`src/rtl/pong_pkg.sv`:
```
// +--------------------------------------------------------------------+
// | pong_pkg: screen geometry, colours and FSM state type for pong.    |
// | Revision: 1.0                                                      |
// +--------------------------------------------------------------------+
`default_nettype none

package pong_pkg;

  localparam logic [9:0] H_RES      = 10'd640;
  localparam logic [9:0] V_RES      = 10'd480;
  localparam logic [9:0] H_MAX      = H_RES - 10'd1;
  localparam logic [9:0] V_MAX      = V_RES - 10'd1;
  localparam logic [9:0] FRAME_LINE = 10'd481;

  localparam logic [9:0] WALL_X_L      = 10'd32;
  localparam logic [9:0] WALL_X_R      = 10'd39;
  localparam logic [9:0] WALL_BOUNCE_X = 10'd40;
  localparam logic [9:0] PAD_X_L       = 10'd600;
  localparam logic [9:0] PAD_X_R       = 10'd603;
  localparam logic [9:0] BALL_SIZE     = 10'd8;

  localparam logic [9:0] BALL_X0 = 10'd316;
  localparam logic [9:0] BALL_Y0 = 10'd236;
  localparam logic [9:0] PAD_Y0  = 10'd204;

  localparam logic [11:0] RGB_BALL = 12'hF00;
  localparam logic [11:0] RGB_PAD  = 12'h0F0;
  localparam logic [11:0] RGB_WALL = 12'h00F;
  localparam logic [11:0] RGB_BG   = 12'h000;

  typedef enum logic [1:0] {
    SERVE = 2'd0,
    PLAY  = 2'd1,
    MISS  = 2'd2
  } pong_state_e;

  function automatic logic in_span(input logic [9:0] v, input logic [9:0] lo,
                                   input logic [9:0] hi);
    return (v >= lo) && (v <= hi);
  endfunction

endpackage

`default_nettype wire

```
`src/rtl/pong_paddle_ctrl.sv`:
```
// +--------------------------------------------------------------------+
// | pong_paddle_ctrl: paddle line position, stepped once per frame     |
// | tick and clamped to the visible area.  Revision: 1.0               |
// +--------------------------------------------------------------------+
`default_nettype none

module pong_paddle_ctrl
  import pong_pkg::*;
#(
  parameter int PAD_H   = 72,
  parameter int PAD_VEL = 3
) (
  input  logic       clk_100Mhz,
  input  logic       reset_n,
  input  logic       tick,
  input  logic       btn_up,
  input  logic       btn_down,
  output logic [9:0] pad_y
);

  localparam logic [9:0] PAD_Y_MAX = V_RES - 10'(PAD_H);
  localparam logic [9:0] STEP      = 10'(PAD_VEL);

  logic [9:0] r_pad_y;

  // Compare before subtracting/adding so the 10-bit value never wraps.
  always_ff @(posedge clk_100Mhz or negedge reset_n) begin
    if (!reset_n) begin
      r_pad_y <= PAD_Y0;
    end else if (tick && btn_up && !btn_down) begin
      r_pad_y <= (r_pad_y < STEP) ? 10'd0 : r_pad_y - STEP;
    end else if (tick && btn_down && !btn_up) begin
      r_pad_y <= (r_pad_y > PAD_Y_MAX - STEP) ? PAD_Y_MAX : r_pad_y + STEP;
    end
  end

  assign pad_y = r_pad_y;

endmodule

`default_nettype wire

```
`src/rtl/pong_pixel_gen.sv`:
```
// +--------------------------------------------------------------------+
// | pong_pixel_gen: pong game state and registered pixel colour.       |
// | Optional macro PONG_SCORE_EN enables the miss counter on score.    |
// | Revision: 1.0                                                      |
// +--------------------------------------------------------------------+
`default_nettype none

module pong_pixel_gen
  import pong_pkg::*;
#(
  parameter int PAD_H        = 72,
  parameter int PAD_VEL      = 3,
  parameter int BALL_VEL     = 2,
  parameter int SERVE_FRAMES = 60
) (
  input  logic        clk_100Mhz,
  input  logic        reset_n,
  input  logic        p_tick,
  input  logic [9:0]  x,
  input  logic [9:0]  y,
  input  logic        video_on,
  input  logic        btn_up,
  input  logic        btn_down,
  output logic [11:0] rgb,
  output logic [3:0]  score
);

  localparam int               CNT_W      = $clog2(SERVE_FRAMES + 1);
  localparam logic [9:0]       BVEL       = 10'(BALL_VEL);
  localparam logic [9:0]       PAD_SPAN   = 10'(PAD_H - 1);
  localparam logic [9:0]       BALL_LAST  = BALL_SIZE - 10'd1;
  localparam logic [9:0]       BOTTOM_LIM = V_MAX - BVEL;
  localparam logic [CNT_W-1:0] SERVE_LAST = CNT_W'(SERVE_FRAMES - 1);

  pong_state_e      r_state;
  logic [CNT_W-1:0] r_serve_cnt;
  logic [9:0]       r_ball_x, r_ball_y;
  logic             r_vx_neg, r_vy_neg;
  logic [11:0]      r_rgb;

  logic       w_frame_tick;
  logic [9:0] w_pad_y, w_pad_b, w_ball_r, w_ball_b;
  logic       w_hit_top, w_hit_bot, w_hit_wall, w_hit_pad, w_out;
  logic       w_vx_neg_nxt, w_vy_neg_nxt;
  logic [9:0] w_ball_x_nxt, w_ball_y_nxt;
  logic       w_in_ball, w_in_pad, w_in_wall;
  logic [11:0] w_rgb_nxt;

  assign w_frame_tick = p_tick && (x == 10'd0) && (y == FRAME_LINE);

  pong_paddle_ctrl #(
    .PAD_H   (PAD_H),
    .PAD_VEL (PAD_VEL)
  ) u_paddle (
    .clk_100Mhz (clk_100Mhz),
    .reset_n    (reset_n),
    .tick       (w_frame_tick),
    .btn_up     (btn_up),
    .btn_down   (btn_down),
    .pad_y      (w_pad_y)
  );

  assign w_pad_b  = w_pad_y + PAD_SPAN;
  assign w_ball_r = r_ball_x + BALL_LAST;
  assign w_ball_b = r_ball_y + BALL_LAST;

  assign w_hit_top  = r_ball_y <= BVEL;
  assign w_hit_bot  = w_ball_b >= BOTTOM_LIM;
  assign w_hit_wall = r_ball_x <= WALL_BOUNCE_X;
  assign w_hit_pad  = !r_vx_neg && in_span(w_ball_r, PAD_X_L, PAD_X_R) &&
                      (r_ball_y <= w_pad_b) && (w_ball_b >= w_pad_y);
  assign w_out      = w_ball_r > H_MAX;

  // Bounces are judged on the pre-move position; the move uses the new signs.
  always_comb begin
    w_vx_neg_nxt = r_vx_neg;
    w_vy_neg_nxt = r_vy_neg;
    if (w_hit_top)  w_vy_neg_nxt = 1'b0;
    if (w_hit_bot)  w_vy_neg_nxt = 1'b1;
    if (w_hit_wall) w_vx_neg_nxt = 1'b0;
    if (w_hit_pad)  w_vx_neg_nxt = 1'b1;
    w_ball_x_nxt = w_vx_neg_nxt ? r_ball_x - BVEL : r_ball_x + BVEL;
    w_ball_y_nxt = w_vy_neg_nxt ? r_ball_y - BVEL : r_ball_y + BVEL;
  end

  always_ff @(posedge clk_100Mhz or negedge reset_n) begin
    if (!reset_n) begin
      r_state     <= SERVE;
      r_serve_cnt <= '0;
      r_ball_x    <= BALL_X0;
      r_ball_y    <= BALL_Y0;
      r_vx_neg    <= 1'b0;
      r_vy_neg    <= 1'b0;
    end else if (w_frame_tick) begin
      case (r_state)
        SERVE: begin
          if (r_serve_cnt == SERVE_LAST) begin
            r_state     <= PLAY;
            r_serve_cnt <= '0;
            r_vx_neg    <= 1'b0;
            r_vy_neg    <= 1'b0;
          end else begin
            r_serve_cnt <= r_serve_cnt + 1'b1;
          end
        end
        PLAY: begin
          if (w_out) begin
            r_state <= MISS;
          end else begin
            r_vx_neg <= w_vx_neg_nxt;
            r_vy_neg <= w_vy_neg_nxt;
            r_ball_x <= w_ball_x_nxt;
            r_ball_y <= w_ball_y_nxt;
          end
        end
        MISS: begin
          r_state     <= SERVE;
          r_serve_cnt <= '0;
          r_ball_x    <= BALL_X0;
          r_ball_y    <= BALL_Y0;
          r_vx_neg    <= 1'b0;
          r_vy_neg    <= 1'b0;
        end
        default: r_state <= SERVE;
      endcase
    end
  end

`ifdef PONG_SCORE_EN
  logic [3:0] r_score;

  always_ff @(posedge clk_100Mhz or negedge reset_n) begin
    if (!reset_n) begin
      r_score <= 4'd0;
    end else if (w_frame_tick && (r_state == MISS)) begin
      r_score <= r_score + 4'd1;
    end
  end

  assign score = r_score;
`else
  assign score = 4'd0;
`endif

  assign w_in_ball = in_span(x, r_ball_x, w_ball_r) && in_span(y, r_ball_y, w_ball_b);
  assign w_in_pad  = in_span(x, PAD_X_L, PAD_X_R) && in_span(y, w_pad_y, w_pad_b);
  assign w_in_wall = in_span(x, WALL_X_L, WALL_X_R);

  always_comb begin
    w_rgb_nxt = RGB_BG;
    if (video_on) begin
      if (w_in_ball)      w_rgb_nxt = RGB_BALL;
      else if (w_in_pad)  w_rgb_nxt = RGB_PAD;
      else if (w_in_wall) w_rgb_nxt = RGB_WALL;
    end
  end

  always_ff @(posedge clk_100Mhz or negedge reset_n) begin
    if (!reset_n) begin
      r_rgb <= RGB_BG;
    end else if (p_tick) begin
      r_rgb <= w_rgb_nxt;
    end
  end

  assign rgb = r_rgb;

endmodule

`default_nettype wire

```
`config.mk`:
```
export PLATFORM = sky130hd
export DESIGN_NAME = pong_pixel_gen
export DESIGN_NICKNAME = d
export VERILOG_FILES = /design/src/rtl/pong_pkg.sv /design/src/rtl/pong_paddle_ctrl.sv /design/src/rtl/pong_pixel_gen.sv
export SDC_FILE = /design/constraint.sdc
export NUM_CORES = 1
export LEC_CHECK = 0
export BUFFER_PORTS_ARGS = -buffer_cell sky130_fd_sc_hd__buf_2
export CAP_MARGIN = 40
export CORE_UTILIZATION = 59
export DETAILED_ROUTE_END_ITERATION = 6
export PLACE_DENSITY = 0.79
export SYNTH_ARGS = -nofsm -noshare
export SYNTH_HDL_FRONTEND = slang
export SYNTH_HIERARCHICAL = 1
export SYNTH_SLANG_ARGS = --single-unit
export TNS_END_PERCENT = 20
```
`constraint.sdc`:
```
create_clock -name clk_100Mhz -period 11.8 [get_ports clk_100Mhz]
set_clock_uncertainty 0.1 [all_clocks]
set_input_delay 0 -clock clk_100Mhz [delete_from_list [all_inputs] [get_ports clk_100Mhz]]
set_output_delay 0 -clock clk_100Mhz [all_outputs]
set_load 0.05 [all_outputs]
```
==> summary.txt, run 1 <==
Outcome
  • Status: finished with violations
  • Failing checks: negative hold slack

Die
  • Die Footprint: 0.009157 mm2
  • Ports: 42
  • Row cnt: 33
  • Core Box Area: 0.008341 mm2
  • Chip width: 95.69 um
  • Die Y: 95.69 um
  • Starting Density: 0.6209

Timing
  • Final period util: 0.4755
  • Hold Slack: -0.004683 ns
  • Slew margin rel.: 0.4624
  • Final Setup Violations: 0
  • Fin worst setup slack: 6.189 ns
  • RSZ-0062 raised after global routing: no
  • Final Max Tran Viols: 0
  • Slew at the pin closest to its max-slew limit: 0.7997 ns
  • Final min period: 5.611 ns
  • Fin Setup TNS: 0 ns
  • F_max: 178.2 MHz
  • Final Hold Vio Count: 5

Min path
  • Worst hold-check path type: in2async

GRT
  • Largest net degree at the start of global routing: 33
  • Vias in the first global route: 4513
  • GRT Total Usage: 0.3034
  • Initial antenna violation count: 0
  • First-pass GRT wire length: 21410 um
  • Grt total ovfl: 0

Detailed routing
  • Total number of vias: 4790
  • Final ANT Viol Nets: 0
  • Vias per cell: 6.319
  • Routed len/inst: 17.58 um
  • DR iter-0 viols: 323
  • Drc violations: 0
  • Final wirelength: 13330 um
  • Pre-antenna DRT Iters: 5

Final layout
  • Final Instance Area: 0.005512 mm2
  • Diode count: 0
  • Final core occ: 0.6608
  • Layout cells sized above 1: 0.1286
  • Final #Nets: 767
  • Area grow syn2layout: 6.427%

Logic synthesis
  • Synth cell count leaders: 88 x ha_1, 50 x inv_1, 49 x nand2_1, 48 x a21oi_1, 41 x nor2_1
  • Synth unique cells: 81
  • Top-count cell post-synth: ha_1
  • Synth Instances: 629
  • Post-synthesis async set-or-reset flop share: 1.000
  • Top cell type's share of synthesized area: 0.2126
  • Synth top area cells: ha_1 21%, dfrtp_1 13%, dfstp_2 7.1%
  • Yosys warning total: 6
  • Avg Synthesized Cell Area: 8.233 um2
  • Cell type with the largest total area after synthesis: ha_1
  • Netlist Area Pre-Place: 0.005179 mm2
  • Sequential element share of the synthesized area: 0.2015
  • Number of synthesized register bits: 41
  • Most used flip-flop cell after synthesis: dfrtp_1
  • EDFF count, synth: 0

Critical path
  • Worst Path Required: 11.94 ns
  • Crit-path max FO: 9
  • CP endpoint kind: flip-flop
  • CP arrival: 5.75 ns
  • Crit path launch type: flip-flop
  • Setup CP Type: reg2reg
  • Reg2Reg Setup Slack: 6.19 ns
  • Launch point of the worst reg-to-reg path: r_ball_y[2]$_DFFE_PN1P_
  • Worst Reg2Reg Path Length in Cells: 23
  • Worst r2r dst: r_ball_x[8]$_DFFE_PN1P_

Clocking
  • Num Clock Sinks: 41
  • Total CTS buffers: 5
  • CTS tree: yes
  • Root Driver: clkbuf_8
  • Clock Path Buffers: 2
  • Htree depth: 2
  • Clock Latency Late Sink: 0.31 ns
  • Clock slew at reported path FFs: 0.10 ns

Power
  • Power density over the cells: 54.50 mW/mm2
  • VDD IR max: 0.04708 mV
  • P_leak: 2.475 nW

Placed design
  • Area after DPL: 0.005329 mm2
  • Place WS: 6.358 ns
  • Placer Congestion: 1.027
  • Port-buffer cells: 37
  • Detailed placer's ending HPWL: 10550 um

Job
  • Max Cap Viol: 0
==> worst max-delay path, cell delays in order (launching register included) <==
cell and delay [ns]:
dfstp_2 0.61, inv_1 0.12, ha_1 0.24, nand3b_1 0.22
nor2_1 0.15, xnor2_1 0.19, inv_1 0.08, ha_1 0.31
a211o_2 0.15, o221ai_1 0.11, or4_1 0.44, or3_1 0.39
a2111oi_2 0.42, or2_2 0.31, ha_1 0.26, a21o_1 0.17
a21oi_1 0.27, o21bai_1 0.12, a21o_1 0.22, a21o_1 0.19
a21oi_1 0.19, xnor2_1 0.14, nor2_1 0.05, a21oi_1 0.11
==> worst max-delay path by stage <==
stage | start | depth (start not counted) | endpoint | slack [ns]
finish | r_ball_y[2]$_DFFE_PN1P_ | 23 | r_ball_x[8]$_DFFE_PN1P_ | 6.19
global route | r_ball_y[1]$_DFFE_PN0P_ | 23 | r_ball_x[8]$_DFFE_PN1P_ | 5.84
CTS | r_ball_y[2]$_DFFE_PN1P_ | 23 | r_ball_x[8]$_DFFE_PN1P_ | 6.29
detailed placement | r_ball_y[2]$_DFFE_PN1P_ | 23 | r_ball_x[8]$_DFFE_PN1P_ | 6.36
global placement | r_ball_y[2]$_DFFE_PN1P_ | 23 | r_ball_x[8]$_DFFE_PN1P_ | 6.64
floorplan | r_ball_y[2]$_DFFE_PN1P_ | 23 | r_ball_x[8]$_DFFE_PN1P_ | 6.90
==> flip-flops by register name (all words and copies together) (netlist names) <==
signal          flops
u_paddle/pad_y     10
r_ball_x            9
r_ball_y            9
r_serve_cnt         6
rgb                 3
r_state             2
r_vx_neg            1
r_vy_neg            1
==> layer usage <==
| metal | share of wire | routed length, um | global-route usage |
|---|---|---|---|
| met5 | 0 | 0 | 0 |
| met4 | 0.031 | 418 | 0.1144 |
| met3 | 0.058 | 771 | 0.03555 |
| met2 | 0.46 | 6086 | 0.5071 |
| met1 | 0.45 | 6051 | 0.4015 |
==> cells by family after synthesis <==
group,count (synthesis),share of synthesized area
and+or+nand+nor,206,0.2160
AOI/OAI and AO/OA,166,0.2155
adders and majority gates,89,0.2165
buffers and inverters,83,0.07514
DFF,41,0.2015
xor gates and xnor gates,37,0.06258
muxes,6,0.01208
other,1,0.0007241
==> placed cells by master (no fill, tap or decap), types with 4 or more instances in the layout <==
cell type       n
o21ai_0        38
a21o_1         16
nor3_1         15
and2_1          4
o21a_1          7
or3_1           9
nand2b_1        9
and3_1          4
or2_2           4
dlygate4sd3_1   7
clkbuf_8        5
nor2b_1         7
nand3_1        12
inv_1          50
nor2_1         41
ha_1           88
mux2i_1         4
nand2_1        49
dfstp_2        14
xor2_1          6
nand4_1        18
a211oi_1        4
or4_1           5
buf_2          37
a31oi_1         5
a21oi_1        48
dfrtp_1        27
conb_1          4
nor4_1          9
xnor2_1        31
==> through the flow <==
stage                     power (mW)  cells
after global routing          0.3114    758
after global placement        0.1794    742
final                         0.3004    758
after detailed placement      0.1817    743
after CTS                     0.3024    758
after floorplan               0.1652    632
==> cell type report <==
cell class	instances	area [um2]
multi-input combinational	508	3757
fill	701	2829
sequential	41	1044
timing repair buffer	45	275.3
inverter	51	191.4
tap	105	131.4
clock buffer	5	68.82
clock inverter	3	43.79
==> what timing repair did <==
action | 4_1_cts | 5_1_grt
setup buffers | 0 | 0
hold endpoints to repair | 32 | 0
gates resized for setup | 0 | 0
hold buffers | 7 | 0
==> power breakdown <==
group / total [mW] / switching, mW / internal, mW
clock: 0.120 / 0.0563 / 0.0635
sequential: 0.141 / 0.0000639 / 0.141
combinational: 0.0398 / 0.0242 / 0.0156
(Power assumes the default switching activity.)
==> run 2, diff against run 1 <==
CORE_UTILIZATION = 56   (was 59)
PLACE_DENSITY = 0.78   (was 0.79)
clock period = 4.7 ns   (was 11.8 ns; I/O delays follow)
==> run 2 against run 1 <==
Effect of this change:
- the flow finishes with violations (design-rule violations, negative setup slack)
- via count grew 2.4%
- non-clock buffer count grew 36
- routed wire length up 5.2%
- total power grew 150%
- design area up 6.0%
- die area is 5.2% higher
- count of clock-buffer cells in the layout unchanged
- utilization is 0.075 points lower
- sequential share of layout area fell by 1.1 points
- maximum frequency up 15%
- hold slack gained 0.057 ns
- sequential power grew to 2.5 times the previous value
- highest routed layer unchanged
==> summary.txt, run 2 (synthesis gave the netlist of run 1 again) <==
Critical path
  • CP arrival: 5.01 ns
  • CP bufs+invs: 2
  • CP Cell Sequence: inv_2, ha_2, nand3b_1, nor2_1, xnor2_1, inv_1, ha_4, a211o_2, o221ai_1, or4_1, or3_4, a2111oi_4, or2_4, fa_2, a21oi_1, nor2_1, nor2_1, o21bai_1, a21oi_1, o21a_1, or3_1, a21bo_1, mux2i_1
  • Setup CP Type: reg2reg
  • Most frequent CP cell: nor2_1
  • CP endpoint kind: flip-flop
  • Crit-path max FO: 5
  • Cell with the largest stage delay on the worst path: dfstp_2
  • Largest stage delay on the critical path: 0.56 ns
  • Family with the most delay on the worst path: simple AND/OR/NAND/NOR gates
  • Crit path launch type: flip-flop
  • Worst Path Required: 4.83 ns

Detailed routing
  • DR iter-0 viols: 340
  • Final ANT Viol Nets: 0
  • Drc violations: 7
  • Total number of vias: 4907
  • Vias per cell: 6.157
  • Routed len/inst: 17.59 um
  • Pre-antenna DRT Iters: 7
  • Final wirelength: 14020 um

Clocking
  • Total CTS buffers: 5
  • Clock Path Buffers: 2
  • Clock slew at reported path FFs: 0.10 ns
  • Clock Latency Late Sink: 0.30 ns
  • Root Driver: clkbuf_8
  • Htree depth: 2
  • Num Clock Sinks: 41
  • CTS tree: yes

Timing
  • Final Setup Violations: 2
  • Final period util: 1.038
  • RSZ-0062 raised after global routing: yes
  • Final min period: 4.880 ns
  • Final Max Tran Viols: 0
  • Slew at the pin closest to its max-slew limit: 0.8286 ns
  • F_max: 204.9 MHz
  • Slew margin rel.: 0.4430
  • Final Hold Vio Count: 0
  • Fin worst setup slack: -0.1797 ns

Min path
  • Worst hold-check path type: in2async

Die
  • Row cnt: 34
  • Die Footprint: 0.009636 mm2
  • Die Y: 98.17 um
  • Core Box Area: 0.008848 mm2
  • Starting Density: 0.5853
  • Ports: 42
  • Chip width: 98.17 um

Placed design
  • Placer Congestion: 0.9647
  • Place WS: -0.1361 ns
  • Port-buffer cells: 37
  • Detailed placer's ending HPWL: 11570 um

Final layout
  • Most common cell after layout, fill and taps aside: ha_1
  • Final core occ: 0.6601
  • Layout cells sized above 1: 0.1872
  • Area grow syn2layout: 12.78%
  • Largest register FFs: 10
  • Final #Nets: 803
  • Most frequent cells in the layout: 86 x ha_1, 49 x inv_1, 49 x nand2_1, 46 x a21oi_1, 41 x nor2_1
  • Diode count: 0

Power
  • Comb pwr share: 0.132
  • VDD IR max: 0.1187 mV
  • Clock Power Share: 0.395
  • Switching part of the total: 0.2625
  • Seq pwr share: 0.472
  • Switch Pwr: 196.5 uW
  • Pwr Total: 748.5 uW
  • Internal: 552.0 uW
  • P_leak: 2.652 nW
  • Power density over the cells: 128.2 mW/mm2

Job
  • Max Cap Viol: 0

GRT
  • GRT Total Usage: 0.2968
  • Initial antenna violation count: 0
  • Largest net degree at the start of global routing: 27
  • Vias in the first global route: 4826
  • Grt total ovfl: 0
  • First-pass GRT wire length: 22890 um

Outcome
  • Status: finished with violations
  • Failing checks: design-rule violations, negative setup slack
## run 2: metal layers
layer | up-vias | GRT usage | wire [um]
li1 | 2411 | - | -
met1 | 2299 | 0.4081 | 6676
met2 | 176 | 0.4978 | 6448
met3 | 21 | 0.03006 | 705
met4 | 0 | 0.07922 | 189
met5 | - | 0 | 0
## run 2: worst paths after layout
check,startpoint,endpoint,slack (ns),cells past startpoint
max,r_ball_y[2]$_DFFE_PN1P_,r_ball_x[9]$_DFFE_PN0P_,-0.18,23
max reg2reg,r_ball_y[2]$_DFFE_PN1P_,r_ball_x[9]$_DFFE_PN0P_,-0.18,23
min in group clk_100Mhz,btn_down,u_paddle/pad_y[5]$_DFFE_PN0P_,0.16,5
min,reset_n,r_ball_x[9]$_DFFE_PN0P_,0.05,2
min reg2reg,r_vy_neg$_DFFE_PN0P_,r_vy_neg$_DFFE_PN0P_,0.41,2
max in group asynchronous,reset_n,u_paddle/pad_y[3]$_DFFE_PN1P_,3.88,3
## run 2: per-stage QoR
step / setup TNS [ns] / cells / instance area, um2 / hold WS, ns
2_1_floorplan: 0 / 632 / 5223 / -0.3956
3_3_place_gp: 0 / 779 / 5600 / 0.09738
3_5_place_dp: -0.2488 / 780 / 5620 / -0.1454
4_1_cts: -0.2041 / 797 / 5818 / 0.06530
5_1_grt: -0.9588 / 797 / 5841 / 0.09199
6_report: -0.3304 / 797 / 5841 / 0.05235
## run 2: repair_timing
item                                   4_1_cts  5_1_grt
resized for setup                            0        3
endpoints found under the hold margin       35        0
setup endpoints to repair                    2        3
setup buffers                                2        0
hold buffers                                 7        0
pin swaps                                    2        2
## run 2: layout make-up
class                           count  area (um2)
Tap cell                          108       135.1
Fill cell                         721        3008
Clock buffer                        5       68.82
Sequential cell                    41        1044
Inverter                           51       191.4
Multi-Input combinational cell    508        3812
Timing Repair Buffer               81       545.5
Clock inverter                      3       43.79
## run 2: power by group through the flow
stage | Clock [mW] | Sequential [mW] | Combinational [mW]
floorplan | 0 | 0.361 | 0.0542
global placement | 0 | 0.360 | 0.0898
detailed placement | 0 | 0.360 | 0.0963
CTS | 0.299 | 0.353 | 0.0998
global route | 0.312 | 0.354 | 0.112
finish | 0.296 | 0.353 | 0.0991
==> run 3, diff against run 2 <==
CORE_ASPECT_RATIO = 1.4   (was not set)
RECOVER_POWER = 50   (was not set)
TNS_END_PERCENT = 5   (was 20)
==> run 3 against run 2 <==
Effect of this change:
- the run ends with negative setup slack left
- critical endpoint is now r_ball_x[8]$_DFFE_PN1P_
- sequential cell count unchanged
- clock power up 22%
- register-to-register slack better by 0.04 ns
- first-iteration DRC count down 11%
- critical path type unchanged
- critical path depth unchanged
==> summary.txt, run 3 (synthesis gave the netlist of run 1 again) <==
Detailed routing
  • Routed len/inst: 19.02 um
  • Final ANT Viol Nets: 0
  • Pre-antenna DRT Iters: 5
  • Total number of vias: 5011
  • Drc violations: 0
  • Vias per cell: 6.287
  • DR iter-0 viols: 302
  • Final wirelength: 15160 um

Final layout
  • Most frequent cells in the layout: 87 x ha_1, 49 x inv_1, 49 x nand2_1, 46 x a21oi_1, 41 x nor2_1
  • Largest register FFs: 10
  • Most common cell after layout, fill and taps aside: ha_1
  • Area grow syn2layout: 13.22%
  • Final #Nets: 804
  • Diode count: 0
  • Filler cells: 787
  • Layout cells sized above 1: 0.1855
  • Final cell count without fillers: 797

Clocking
  • Total CTS buffers: 5
  • Clock Latency Late Sink: 0.29 ns
  • Num Clock Sinks: 41
  • Clock Path Buffers: 2
  • Root Driver: clkbuf_16
  • Htree depth: 2
  • Clock slew at reported path FFs: 0.07 ns
  • CTS tree: yes

Power
  • P_leak: 2.643 nW
  • Pwr Total: 813.2 uW
  • Power density over the cells: 138.7 mW/mm2
  • VDD IR max: 0.2034 mV

Outcome
  • Failing checks: negative setup slack
  • Status: finished with violations

Critical path
  • Cell with the largest stage delay on the worst path: dfstp_2
  • Crit-path max FO: 5
  • CP Cell Sequence: inv_2, ha_2, nand3b_1, nor2_1, xnor2_1, inv_1, ha_1, a211o_2, o221ai_1, or4_4, or3_4, a2111oi_4, or2_4, ha_1, a21o_1, a21oi_2, o21bai_1, a21o_1, a21o_1, a21oi_2, xnor2_1, nor2_1, a21oi_1
  • Most frequent CP cell: a21o_1
  • Crit path launch type: flip-flop
  • Reg2Reg Setup Slack: -0.14 ns
  • CP bufs+invs: 2
  • Worst Path Required: 4.82 ns
  • Setup CP Type: reg2reg
  • CP arrival: 4.95 ns
  • Launch point of the worst reg-to-reg path: r_ball_y[2]$_DFFE_PN1P_
  • Family with the most delay on the worst path: compound AO/OA/AOI/OAI gates
  • Worst Reg2Reg Path Length in Cells: 23
  • Worst r2r dst: r_ball_x[8]$_DFFE_PN1P_
  • CP endpoint kind: flip-flop
  • Largest stage delay on the critical path: 0.54 ns

Timing
  • Final Setup Violations: 2
  • F_max: 206.8 MHz
  • Fin worst setup slack: -0.1363 ns
  • Final Hold Vio Count: 0
  • Slew margin rel.: 0.1547
  • Final Max Tran Viols: 0
  • Final min period: 4.836 ns
  • Slew at the pin closest to its max-slew limit: 1.268 ns
  • Final period util: 1.029
  • RSZ-0062 raised after global routing: yes

GRT
  • Grt total ovfl: 0
  • Initial antenna violation count: 0
  • GRT Total Usage: 0.3235
  • First-pass GRT wire length: 24370 um
  • Largest net degree at the start of global routing: 23
  • Vias in the first global route: 4896

Min path
  • Hold Path Depth: 4
  • Hold path startpoint: video_on
  • Worst hold-check path type: in2reg
  • Hold endpoint: rgb[7]$_DFFE_PN0P_

Placed design
  • Placer Congestion: 0.9341
  • Detailed placer's ending HPWL: 12260 um
  • Placed Cells: 784
  • Port-buffer cells: 37

Die
  • Row cnt: 41
  • Core Box Area: 0.008977 mm2
  • Die Y: 115.8 um
  • Ports: 42
  • Starting Density: 0.5769
  • Chip width: 83.28 um
  • Die Footprint: 0.009642 mm2

Job
  • Max Cap Viol: 0
## run 3: cell count changes in the layout (fill, tap and decap cells not counted), moves of 3 or more
cell	delta
clkbuf_1	+6
clkbuf_8	-5
dlygate4sd3_1	-3
clkbuf_16	+5
buf_4	+3
buf_2	-5
## run 3: how the worst max path moves through the flow
stage / end / cells after the start / slack, ns / startpoint
after global routing: r_ball_x[9]$_DFFE_PN0P_ / 23 / -0.38 / r_ball_y[2]$_DFFE_PN1P_
after floorplan: r_ball_x[9]$_DFFE_PN0P_ / 23 / 0.01 / r_ball_y[2]$_DFFE_PN1P_
after global placement: r_ball_x[9]$_DFFE_PN0P_ / 23 / 0.06 / r_ball_y[2]$_DFFE_PN1P_
after detailed placement: r_ball_x[9]$_DFFE_PN0P_ / 23 / -0.11 / r_ball_y[2]$_DFFE_PN1P_
final: r_ball_x[8]$_DFFE_PN1P_ / 23 / -0.14 / r_ball_y[2]$_DFFE_PN1P_
after CTS: r_ball_x[8]$_DFFE_PN1P_ / 23 / -0.06 / r_ball_y[2]$_DFFE_PN1P_
## run 3: final cells by class
cell class	count	area, um2	share of cell area
multi-input cells	508	3821	0.6517
repair buffers	82	526.8	0.08984
clock buffers	5	125.1	0.02134
well taps	107	133.9	0.02283
clock inverters	3	21.27	0.003628
inverters	51	191.4	0.03265
flip-flops and latches	41	1044	0.1780
## run 3: report_power, final
| group | internal (mW) | switching [mW] |
|---|---|---|
| Combinational | 0.0374 | 0.0610 |
| Sequential | 0.353 | 0.000213 |
| Clock | 0.198 | 0.163 |
## run 3: routing by layer
layer	share of wire	global-route usage
met1	0.38	0.3372
met2	0.52	0.6087
met3	0.031	0.03846
met4	0.068	0.2218
met5	0	0
## run 3: per-stage QoR
step	setup WS, ns	instance area, um2	utilization	TNS, ns	hold WS (ns)
after floorplan	0.009601	5223	-	0	-0.3956
after global placement	0.05729	5637	0.6279	0	0.08564
after detailed placement	-0.1096	5664	0.6309	-0.2067	-0.1009
after CTS	-0.05534	5867	0.6535	-0.1082	0.05334
after global routing	-0.3795	5863	0.6531	-0.8452	0.07422
final	-0.1363	5863	0.6531	-0.2669	0.05389
## run 3: tightest hold or removal path, stage by stage
cell	delay (ns)
buf_2	0.10
nand2_1	0.05
nor2_1	0.05
a32o_1	0.21
## run 3: timing repair
| item | in CTS | in global routing |
|---|---|---|
| pin swaps | 5 | 3 |
| hold buffers | 4 | 0 |
| setup endpoints to repair | 2 | 4 |
| gates resized for setup | 2 | 4 |
| setup buffers | 1 | 0 |
| hold endpoints to repair | 35 | 0 |
